File: config.mk
export PLATFORM = sky130hd
export DESIGN_NAME = pdm_cic_decimator
export DESIGN_NICKNAME = d
export VERILOG_FILES = /design/src/rtl/pdm_pkg.sv /design/src/rtl/pdm_clk_gen.sv /design/src/rtl/pdm_cic_decimator.sv
export SDC_FILE = /design/constraint.sdc
export NUM_CORES = 1
export LEC_CHECK = 0
export ABC_AREA = 1
export CORE_UTILIZATION = 35
export CTS_CLUSTER_DIAMETER = 80
export CTS_CLUSTER_SIZE = 24
export DETAILED_ROUTE_END_ITERATION = 8
export DONT_BUFFER_PORTS = 1
export PLACE_DENSITY = 0.49
export SYNTH_ARGS = -nofsm -noshare
export SYNTH_HDL_FRONTEND = slang
export SYNTH_SLANG_ARGS = --single-unit
export TNS_END_PERCENT = 20
File: constraint.sdc
create_clock -name clk -period 6.2 [get_ports clk]
set_clock_uncertainty 0.2 [all_clocks]
set_input_delay 1.24 -clock clk [delete_from_list [all_inputs] [get_ports clk]]
set_output_delay 1.24 -clock clk [all_outputs]
set_load 0.1 [all_outputs]
File: src/rtl/pdm_pkg.sv
// Shared types and constants for the PDM microphone CIC decimator.
package pdm_pkg;

  localparam int unsigned CIC_ORDER = 4;
  localparam int unsigned DECIM_DEFAULT = 64;

  // Accumulator width needed for wrap-safe CIC arithmetic: 1-bit signed input
  // (2 bits) plus order * log2(decimation) bits of growth.
  function automatic int unsigned cic_acc_w(input int unsigned decim);
    return 2 + CIC_ORDER * $clog2(decim);
  endfunction

  localparam int unsigned ACC_W = cic_acc_w(DECIM_DEFAULT);

  typedef logic signed [ACC_W-1:0] cic_acc_t;
  typedef logic signed [15:0]      pcm_sample_t;

  // Comb sequencer: one comb stage evaluated per clock after each decimation tick.
  typedef enum logic [2:0] {
    StIdle,
    StC1,
    StC2,
    StC3,
    StC4
  } cic_state_t;

endpackage

File: src/rtl/pdm_clk_gen.sv
// PDM bit-clock generator: divides the system clock down to m_clk and flags
// the last system cycle of each m_clk high phase (the capture point).
module pdm_clk_gen
  import pdm_pkg::*;
#(
  parameter int unsigned CLK_DIV = 20
) (
  input  logic i_clk,
  input  logic i_rst,
  output logic o_m_clk,
  output logic o_bit_tick
);

  localparam int unsigned CntW = (CLK_DIV > 1) ? $clog2(CLK_DIV) : 1;

  logic [CntW-1:0] r_cnt;
  logic            r_m_clk;
  logic            w_wrap;

  assign w_wrap = (r_cnt == CntW'(CLK_DIV - 1));

  // Half-period counter; m_clk toggles each time it wraps.
  always_ff @(posedge i_clk) begin
    if (i_rst) begin
      r_cnt   <= '0;
      r_m_clk <= 1'b0;
    end else if (w_wrap) begin
      r_cnt   <= '0;
      r_m_clk <= ~r_m_clk;
    end else begin
      r_cnt <= r_cnt + CntW'(1);
    end
  end

  assign o_m_clk    = r_m_clk;
  assign o_bit_tick = r_m_clk & w_wrap;

endmodule

File: src/rtl/pdm_cic_decimator.sv
// PDM front end: bit clock, 2-FF capture, 4th-order CIC decimator, scaling,
// saturation and a valid/ready output register with sticky overrun.
// Optional DC-removal high-pass enabled by defining PDM_DC_BLOCK_EN.
module pdm_cic_decimator
  import pdm_pkg::*;
#(
  parameter int unsigned CLK_DIV = 20,
  parameter int unsigned DECIM   = 64,
  parameter int unsigned OUT_W   = 16
) (
  input  logic                    clk,
  input  logic                    rst,
  output logic                    m_clk,
  input  logic                    m_data,
  output logic                    m_lrsel,
  output logic signed [OUT_W-1:0] pcm_data,
  output logic                    pcm_valid,
  input  logic                    pcm_ready,
  output logic                    overrun
);

  localparam int unsigned AccW   = cic_acc_w(DECIM);
  localparam int unsigned PhW    = $clog2(DECIM);
  localparam int unsigned Shift  = AccW - OUT_W - 1;
  localparam int          SatMax = (1 << (OUT_W - 1)) - 1;
  localparam int          SatMin = -SatMax - 1;

  logic w_bit_tick;
  logic w_dec_tick;

  pdm_clk_gen #(
    .CLK_DIV (CLK_DIV)
  ) u_clk_gen (
    .i_clk      (clk),
    .i_rst      (rst),
    .o_m_clk    (m_clk),
    .o_bit_tick (w_bit_tick)
  );

  assign m_lrsel = 1'b0;

  logic r_sync1, r_sync2;

  // Two-flop synchronizer for the asynchronous microphone data.
  always_ff @(posedge clk) begin
    if (rst) begin
      r_sync1 <= 1'b0;
      r_sync2 <= 1'b0;
    end else begin
      r_sync1 <= m_data;
      r_sync2 <= r_sync1;
    end
  end

  logic signed [AccW-1:0] w_x, w_i1, w_i2, w_i3, w_i4;
  logic signed [AccW-1:0] r_i1, r_i2, r_i3, r_i4;
  logic [PhW-1:0]         r_phase;

  // PDM bit maps to +1 / -1; integrators form an unpipelined cascade so the
  // latched value already includes the current bit.
  assign w_x  = r_sync2 ? {{(AccW-1){1'b0}}, 1'b1} : {AccW{1'b1}};
  assign w_i1 = r_i1 + w_x;
  assign w_i2 = r_i2 + w_i1;
  assign w_i3 = r_i3 + w_i2;
  assign w_i4 = r_i4 + w_i3;

  assign w_dec_tick = w_bit_tick && (r_phase == PhW'(DECIM - 1));

  // Integrators and decimation phase advance once per PDM bit; wrap is intended.
  always_ff @(posedge clk) begin
    if (rst) begin
      r_i1    <= '0;
      r_i2    <= '0;
      r_i3    <= '0;
      r_i4    <= '0;
      r_phase <= '0;
    end else if (w_bit_tick) begin
      r_i1    <= w_i1;
      r_i2    <= w_i2;
      r_i3    <= w_i3;
      r_i4    <= w_i4;
      r_phase <= r_phase + PhW'(1);
    end
  end

  cic_state_t r_state, w_state_next;

  // Comb sequencer state register.
  always_ff @(posedge clk) begin
    if (rst) r_state <= StIdle;
    else     r_state <= w_state_next;
  end

  // Comb sequencer next state: start on dec_tick, then one stage per cycle.
  always_comb begin
    w_state_next = r_state;
    unique case (r_state)
      StIdle:  if (w_dec_tick) w_state_next = StC1;
      StC1:    w_state_next = StC2;
      StC2:    w_state_next = StC3;
      StC3:    w_state_next = StC4;
      StC4:    w_state_next = StIdle;
      default: w_state_next = StIdle;
    endcase
  end

  logic signed [AccW-1:0] r_dec, r_c, r_d1, r_d2, r_d3, r_d4;
  logic signed [AccW-1:0] w_cin, w_cdel, w_cout, w_shift;
  logic signed [OUT_W-1:0] w_sat;

  // Select the active comb stage's input and delay element.
  always_comb begin
    w_cin  = r_c;
    w_cdel = r_d1;
    unique case (r_state)
      StC1:    begin w_cin = r_dec; w_cdel = r_d1; end
      StC2:    w_cdel = r_d2;
      StC3:    w_cdel = r_d3;
      StC4:    w_cdel = r_d4;
      default: w_cdel = r_d1;
    endcase
  end

  assign w_cout  = w_cin - w_cdel;
  assign w_shift = w_cout >>> Shift;

  // Scale down and clamp to the PCM range.
  always_comb begin
    if (w_shift > AccW'(SatMax))      w_sat = OUT_W'(SatMax);
    else if (w_shift < AccW'(SatMin)) w_sat = OUT_W'(SatMin);
    else                              w_sat = w_shift[OUT_W-1:0];
  end

  // Decimated sample latch and comb delay line.
  always_ff @(posedge clk) begin
    if (rst) begin
      r_dec <= '0;
      r_c   <= '0;
      r_d1  <= '0;
      r_d2  <= '0;
      r_d3  <= '0;
      r_d4  <= '0;
    end else begin
      if (w_dec_tick) r_dec <= w_i4;
      case (r_state)
        StC1:    begin r_d1 <= w_cin; r_c <= w_cout; end
        StC2:    begin r_d2 <= w_cin; r_c <= w_cout; end
        StC3:    begin r_d3 <= w_cin; r_c <= w_cout; end
        StC4:    r_d4 <= w_cin;
        default: ;
      endcase
    end
  end

  logic                    w_load;
  logic signed [OUT_W-1:0] w_load_data;

`ifdef PDM_DC_BLOCK_EN
  localparam int unsigned DcW   = OUT_W + 2;
  localparam int          DcMax = (1 << (DcW - 1)) - 1;
  localparam int          DcMin = -DcMax - 1;

  logic                    r_dc_go;
  logic signed [OUT_W-1:0] r_dc_in, r_dc_xp;
  logic signed [DcW-1:0]   r_dc_yp, w_dc_y;
  logic signed [DcW:0]     w_dc_sum;
  logic signed [OUT_W-1:0] w_dc_out;

  assign w_dc_sum = (DcW+1)'(r_dc_in) - (DcW+1)'(r_dc_xp) + (DcW+1)'(r_dc_yp)
                  - (DcW+1)'(r_dc_yp >>> 8);

  // y[n] = x[n] - x[n-1] + y[n-1] - y[n-1]/256, clamped internally and on output.
  always_comb begin
    if (w_dc_sum > (DcW+1)'(DcMax))      w_dc_y = DcW'(DcMax);
    else if (w_dc_sum < (DcW+1)'(DcMin)) w_dc_y = DcW'(DcMin);
    else                                 w_dc_y = w_dc_sum[DcW-1:0];
    if (w_dc_y > DcW'(SatMax))           w_dc_out = OUT_W'(SatMax);
    else if (w_dc_y < DcW'(SatMin))      w_dc_out = OUT_W'(SatMin);
    else                                 w_dc_out = w_dc_y[OUT_W-1:0];
  end

  // DC-block state: stage the CIC result in C4, filter it the following cycle.
  always_ff @(posedge clk) begin
    if (rst) begin
      r_dc_go <= 1'b0;
      r_dc_in <= '0;
      r_dc_xp <= '0;
      r_dc_yp <= '0;
    end else begin
      r_dc_go <= (r_state == StC4);
      if (r_state == StC4) r_dc_in <= w_sat;
      if (r_dc_go) begin
        r_dc_xp <= r_dc_in;
        r_dc_yp <= w_dc_y;
      end
    end
  end

  assign w_load      = r_dc_go;
  assign w_load_data = w_dc_out;
`else
  assign w_load      = (r_state == StC4);
  assign w_load_data = w_sat;
`endif

  logic                    r_valid, r_overrun;
  logic signed [OUT_W-1:0] r_data;

  // Output register: hold until accepted; a new sample arriving while the
  // held one is unaccepted is dropped and flagged.
  always_ff @(posedge clk) begin
    if (rst) begin
      r_valid   <= 1'b0;
      r_data    <= '0;
      r_overrun <= 1'b0;
    end else if (w_load) begin
      if (!r_valid || pcm_ready) begin
        r_data  <= w_load_data;
        r_valid <= 1'b1;
      end else begin
        r_overrun <= 1'b1;
      end
    end else if (r_valid && pcm_ready) begin
      r_valid <= 1'b0;
    end
  end

  assign pcm_data  = r_data;
  assign pcm_valid = r_valid;
  assign overrun   = r_overrun;

endmodule

==> key figures, run 1 <==
Setup path
  • Critical Path AT: 6.46 ns
  • Top cell by count, worst path: nand2_4
  • Worst Setup SP: r_sync2
  • Path type of the worst setup path: reg -> reg
  • Required time worst endpoint: 6.46 ns
  • Slowest CP cell: dfxtp_4
  • CP endpoint kind: register
  • Critical path peak fanout: 5
  • Reg2reg setup slack: 0.004 ns
  • Max stage delay on crit path: 0.39 ns
  • CP Launch Type: register
  • Reg2Reg Launch Point: r_sync2

Floorplanning
  • Core area: 47900 um^2
  • Die area: 49800 um^2
  • Die W: 223 um
  • Top-Level Pins: 24
  • Row count: 80
  • Die height: 223 um
  • Starting Density: 0.357

Synth
  • Synth top area share: 0.345
  • Cell variety after synth: 56
  • Most area-consuming cells after synthesis: dfxtp_1, ha_1, nand2_1
  • Ys async rst share: 0
  • Flops & latches, synth: 295
  • Yosys warnings: 0
  • Syn Area/Cell: 7.34 um^2
  • Synth area leader: dfxtp_1
  • Seq/Total Area, Yosys: 0.345
  • Post-synth EDFFs: 0
  • Syn Std Cell Area: 17100 um^2
  • Post-Synthesis Cells: 2331
  • Net count after synthesis: 2472
  • Ys flop type: dfxtp_1

Clock tree
  • CTS Sinks: 295
  • Maximum clock path buffer count: 3
  • Root Buffer: clkbuf_16
  • Hold Buf Count CTS: 0
  • Clock slew at reported path FFs: 0.09 ns
  • Num CTS Buffers: 23
  • Worst skew pair latency: 0.57 ns
  • CTS tree: done
  • H-tree levels: 1

Global route
  • Initial antenna violation count: 0
  • M2 GR Usage: 0.305
  • First-pass GRT wire length: 77200 um
  • M3 GR Usage: 0.0183
  • Most used routing layer: met2
  • Met1 usage: 0.270
  • GRT Total Usage: 0.188
  • Vias in the first global route: 14900
  • GR Overflow Total: 0
  • Largest net degree at the start of global routing: 123

Placed design
  • Hpwl dp: 32900 um
  • Post-placement cell count: 3090
  • # port buffers: 0
  • RePlAce Congestion: 0.886
  • Pre-CTS WS: -0.433 ns

Timing
  • Worst-margin pin slew: 1.22 ns
  • Final hold violations: 0
  • Final worst setup slack: 0.00427 ns
  • Final Max Tran Viols: 0
  • Post-route minimum period: 6.20 ns
  • Fin crit share: 0.999
  • Final setup TNS: 0 ns
  • FMAX: 161 MHz
  • Unrepaired setup endpoints after global routing: true
  • Final Setup Violations: 0
  • Worst relative slew slack: 0.188

Final layout
  • Syn-to-layout area delta: 26.6%
  • Non-filler cells, final: 3179
  • Antenna cells: 0
  • Post-layout nets: 2688
  • Layout cells sized above 1: 0.213
  • FILL cells: 4662

Detailed routing
  • Drt initial violations: 998
  • Drt via density: 4.97
  • DRC errors left: 0
  • Post-route ant nets: 0
  • TritonRoute pass-1 iters: 5
  • Drt total wl: 48200 um
  • Per-cell routed wire length: 15.2 um
  • Via count: 15800

Job
  • Maxcap violations: 0

Run status
  • Status: finished, final reports clean

Worst hold path
  • Hold Crit Class: reg -> reg
  • Min-Delay Startpoint: r_sync1

Power
  • Pwr/cell area: 189 nW/um^2
  • LEAKAGE: 10.3 nW
  • Maximum vdd ir drop: 0.000177 V
-- area by class of cell --
type | count | area [um^2] | area share
Clock buffer | 26 | 607 | 0.0280
Clock inverter | 16 | 231 | 0.0107
Inverter | 336 | 1270 | 0.0585
Multi-Input combinational cell | 1612 | 10700 | 0.496
Sequential cell | 295 | 5910 | 0.273
Tap cell | 615 | 769 | 0.0355
Timing Repair Buffer | 278 | 2120 | 0.0981
Timing Repair inverter | 1 | 7.51 | 0.000347
-- through the flow --
step           cell area [um^2]   util  hold WS, ns  power, W
2_1_floorplan             17100      -        0.188   0.00218
3_3_place_gp              19300  0.403        0.203   0.00235
3_5_place_dp              19300  0.403        0.206   0.00235
4_1_cts                   20500  0.428        0.211   0.00408
5_1_grt                   21700  0.452        0.232   0.00428
6_report                  21700  0.452        0.213   0.00410
-- report_power, final --
part	internal, W	switching (W)	leakage (nW)	total (W)
registers	0.00190	0.00000241	2.38	0.00190
clock network	0.000840	0.000852	0.411	0.00169
logic	0.000235	0.000278	7.49	0.000513
total	0.00297	0.00113	10.3	0.00410
-- layer usage --
metal	part of all wire	routed length, um	vias up
met4	0.015	742	0
met2	0.45	21500	167
met5	0	0	-
met1	0.51	24600	7387
li1	-	-	8207
met3	0.028	1330	50
-- synth_stat cells (2+ instances only) --
master    count
o21bai_1     14
nor3_1       14
or2_2         5
dfxtp_1     295
nor4_1        8
clkbuf_1     70
xnor2_1      35
o21a_1        5
nand2_1     400
buf_2         5
buf_4         2
inv_2         7
nor2_1      145
a211oi_1      2
inv_1       327
fa_1          5
a21boi_0      5
buf_1        10
mux2i_1       8
nand4_1       3
xor2_1       76
a221oi_1      5
a21oi_2      11
a31oi_1      16
o221ai_1     12
o21ai_2       3
a31o_2        2
xor2_2        3
nand3_1      69
a22o_1       64
o21ai_1       7
ha_1        132
a21o_1        7
o22ai_1      11
nor3_2        2
a21oi_1     265
o21ai_0     244
o211ai_1     18
a21boi_1      2
-- worst max-delay path, delay by kind of cell (launching register included) --
family,cells,cell delay (ns)
buffers and inverters,7,0.63
AOI/OAI and AO/OA,9,1.19
and+or+nand+nor,24,1.92
xor gates and xnor gates,3,0.55
adders and majority gates,4,1.18
DFF,1,0.39
-- layout by cell type, fill, tap and decap left out, drive strengths merged, types with 16 or more instances in the layout --
| cell type | n |
|---|---|
| a21oi | 276 |
| a22o | 64 |
| a31oi | 16 |
| buf | 278 |
| clkbuf | 26 |
| dfxtp | 295 |
| ha | 132 |
| inv | 343 |
| nand2 | 400 |
| nand3 | 71 |
| nor2 | 147 |
| nor3 | 16 |
| o211ai | 18 |
| o21ai | 254 |
| xnor2 | 35 |
| xor2 | 79 |
-- state kept, by name, summed over array words and instances (netlist names) --
name,count
r_sync2,1
pcm_data,16
r_sync1,1
r_d3,26
r_d2,26
pcm_valid,1
r_i2,26
r_dec,26
r_i4,26
r_d4,26
r_phase,6
r_state,3
r_c,26
r_d1,26
r_i1,26
u_clk_gen.r_cnt,5
r_i3,26
u_clk_gen.o_m_clk,1
overrun,1
-- timing repair --
action | 4_1_cts | 5_1_grt
cloned | 1 | 0
resized for setup | 51 | 187
endpoints found under the setup margin | 19 | 29
endpoints found under the hold margin | 0 | 0
setup buffers | 17 | 30
pin swaps | 24 | 97
-- worst paths after layout --
| check | to | depth (start not counted) |
|---|---|---|
| worst min-delay path | r_sync2 | 2 |
| worst max-delay path | r_dec[25] | 47 |
| worst min register to register | r_sync2 | 2 |
| worst max register to register | r_dec[25] | 47 |
-- cell families after synthesis --
| group | synth area share |
|---|---|
| flip-flops | 0.345 |
| XOR/XNOR | 0.0597 |
| AO/OA/AOI/OAI | 0.239 |
| other | 0.000219 |
| multiplexers | 0.00468 |
| adder cells (fa/ha/maj) | 0.102 |
| AND/OR/NAND/NOR | 0.155 |
| buffers and inverters | 0.0944 |
Note: power is estimated with default switching activity, not from simulation.
==> run 2: changes to the inputs <==
--- a/config.mk
+++ b/config.mk
@@ -10,7 +10,6 @@
 export CTS_CLUSTER_DIAMETER = 80
 export CTS_CLUSTER_SIZE = 24
 export DETAILED_ROUTE_END_ITERATION = 8
-export DONT_BUFFER_PORTS = 1
 export PLACE_DENSITY = 0.49
 export SYNTH_ARGS = -nofsm -noshare
 export SYNTH_HDL_FRONTEND = slang
==> run 2 against run 1 <==
Compared with the run above: the flow now finishes with violations (negative setup slack); sequential share of layout area down 0.45 points; largest cell class unchanged; worst setup slack got worse by 0.19 ns; critical path depth fell by 5; sequential power about the same; power rose by 2.0%; global-route usage up 0.28 points; via count up 0.89%.
==> key figures, run 2 (synthesized netlist as in run 1, its figures left out) <==
Run status
  • Status: finished with violations (was finished, final reports clean)
  • Failing checks: negative setup slack

Timing
  • FMAX: 157 MHz (was 161 MHz)
  • Unrepaired setup endpoints after global routing: true (unchanged)
  • Worst relative slew slack: 0.241 (was 0.188)
  • Worst-margin pin slew: 1.14 ns (was 1.22 ns)
  • Final Setup Violations: 6 (was 0)
  • Fin crit share: 1.03 (was 0.999)
  • Final hold violations: 0 (unchanged)
  • Post-route minimum period: 6.38 ns (was 6.20 ns)
  • Final worst setup slack: -0.184 ns (was 0.00427 ns)
  • Final Max Tran Viols: 0 (unchanged)

Global route
  • M2 GR Usage: 0.307 (was 0.305)
  • Largest net degree at the start of global routing: 68 (was 123)
  • M3 GR Usage: 0.0202 (was 0.0183)
  • GR Overflow Total: 0 (unchanged)
  • Met1 usage: 0.278 (was 0.270)
  • GRT Total Usage: 0.191 (was 0.188)
  • Most used routing layer: met2 (unchanged)
  • Vias in the first global route: 14900 (about the same)
  • First-pass GRT wire length: 77900 um (was 77200 um)
  • Initial antenna violation count: 0 (unchanged)

Clock tree
  • Worst skew pair latency: 0.59 ns (was 0.57 ns)
  • Clock slew at reported path FFs: 0.08 ns (was 0.09 ns)
  • Num CTS Buffers: 25 (was 23)
  • Maximum clock path buffer count: 3 (unchanged)
  • Root Buffer: clkbuf_16 (unchanged)
  • H-tree levels: 1 (unchanged)
  • CTS Sinks: 295 (unchanged)
  • CTS tree: done (unchanged)

Setup path
  • Critical Path AT: 6.66 ns (was 6.46 ns)
  • Path type of the worst setup path: reg -> reg (unchanged)
  • CP endpoint kind: register (unchanged)
  • Max stage delay on crit path: 0.38 ns (was 0.39 ns)
  • Required time worst endpoint: 6.48 ns (was 6.46 ns)
  • Critical path peak fanout: 4 (was 5)
  • Top cell by count, worst path: nand2_1 (was nand2_4)
  • CP Launch Type: register (unchanged)
  • Slowest CP cell: fa_2 (was dfxtp_4)

Floorplanning
  • Die W: 223 um (unchanged)
  • Row count: 80 (unchanged)
  • Die area: 49800 um^2 (unchanged)
  • Top-Level Pins: 24 (unchanged)
  • Starting Density: 0.357 (unchanged)
  • Die height: 223 um (unchanged)
  • Core area: 47900 um^2 (unchanged)

Detailed routing
  • Per-cell routed wire length: 15.2 um (about the same)
  • DRC errors left: 0 (unchanged)
  • TritonRoute pass-1 iters: 5 (unchanged)
  • Post-route ant nets: 0 (unchanged)
  • Drt via density: 4.96 (was 4.97)
  • Via count: 16000 (was 15800)
  • Drt total wl: 49000 um (was 48200 um)
  • Drt initial violations: 903 (was 998)

Power
  • Net switching power: 0.00119 W (was 0.00113 W)
  • Pwr/cell area: 190 nW/um^2 (was 189 nW/um^2)
  • Gate power share: 0.128 (was 0.125)
  • Pwr Total: 0.00418 W (was 0.00410 W)
  • LEAKAGE: 10.4 nW (was 10.3 nW)
  • Int Pwr: 0.00299 W (was 0.00297 W)
  • Clock power frac: 0.419 (was 0.412)
  • Maximum vdd ir drop: 0.000182 V (was 0.000177 V)
  • Seq pwr share: 0.454 (was 0.463)
  • Net Sw Frac: 0.286 (was 0.276)

Placed design
  • RePlAce Congestion: 0.900 (was 0.886)
  • Placed cell areas: 19600 um^2 (was 19300 um^2)
  • # port buffers: 22 (was 0)
  • Hpwl dp: 33600 um (was 32900 um)

Final layout
  • Finished Core Util: 0.459 (was 0.452)
  • Layout cells sized above 1: 0.213 (about the same)
  • Cell area after layout: 22000 um^2 (was 21700 um^2)
  • Most common cell after layout, fill and taps aside: nand2_1 (unchanged)
  • Seq. cell area: 5910 um^2 (about the same)
  • FILL cells: 4687 (was 4662)
  • Antenna cells: 0 (unchanged)
  • Syn-to-layout area delta: 28.7% (was 26.6%)
  • Multi-input gate area: 10800 um^2 (was 10700 um^2)
  • Commonest cells after routing, fill and taps aside: nand2_1, inv_1, dfxtp_1, buf_4, a21oi_1 (was nand2_1, inv_1, dfxtp_1, buf_4, o21ai_0)
  • Post-layout nets: 2723 (was 2688)

Job
  • Maxcap violations: 0 (unchanged)

Worst hold path
  • Hold Crit Class: reg -> reg (unchanged)
## run 2: changes by cell type in the layout (fill, tap and decap cells not counted), moves of 4 or more
cell,delta
ha_1,-4
inv_1,+4
clkdlybuf4s50_1,+21
o21ai_1,+5
inv_8,-4
inv_2,-4
inv_6,+4
buf_4,+14
ha_4,+4
## run 2: layout make-up
class,count,share of cell area
Tap cell,615,0.0349
Clock inverter,18,0.0109
Multi-Input combinational cell,1612,0.488
Clock buffer,27,0.0292
Timing Repair Buffer,312,0.111
Inverter,336,0.0576
Sequential cell,295,0.268
## run 2: through the flow
stage / setup WS [ns] / hold slack (ns) / setup TNS (ns) / cells
global placement: -0.474 / 0.206 / -3.06 / 3124
detailed placement: -0.463 / 0.193 / -4.18 / 3124
finish: -0.184 / 0.198 / -0.612 / 3215
CTS: -0.103 / 0.196 / -0.289 / 3193
floorplan: 0.0247 / 0.188 / 0 / 2331
global route: -0.617 / 0.247 / -6.28 / 3215
## run 2: path summary, 6_finish.rpt
path,from,endpoint,slack (ns),cells past startpoint
setup / recovery,r_sync2,r_dec[25],-0.18,42
hold / removal,r_sync1,r_sync2,0.20,2
setup reg to reg,r_sync2,r_dec[25],-0.18,42
hold reg to reg,r_sync1,r_sync2,0.20,2
## run 2: per-layer routing
layer,up-vias,share of wire
met2,167,0.45
met5,-,0
met4,0,0.011
met3,36,0.032
met1,7509,0.51
li1,8239,-
## run 2: timing repair
item	in CTS	in global routing
endpoints found under the setup margin	20	27
hold buffers	0	0
pin swaps	52	88
setup buffers	24	22
resized for setup	92	135
## run 2: worst max-delay path, delay by kind of cell, from the launching register on
family,cells,cell delay (ns)
AOI/OAI and AO/OA,14,1.83
adders and majority gates,4,1.23
buffers and inverters,9,0.88
xor gates and xnor gates,3,0.66
DFF,1,0.35
and+or+nand+nor,12,1.14
## run 2: power groups by stage
stage                     clock (W)  sequential, W  combinational (W)
final                       0.00175        0.00190           0.000533
after floorplan                   0        0.00194           0.000240
after global routing        0.00187        0.00190           0.000585
after CTS                   0.00180        0.00190           0.000472
after detailed placement          0        0.00194           0.000436
after global placement            0        0.00194           0.000435
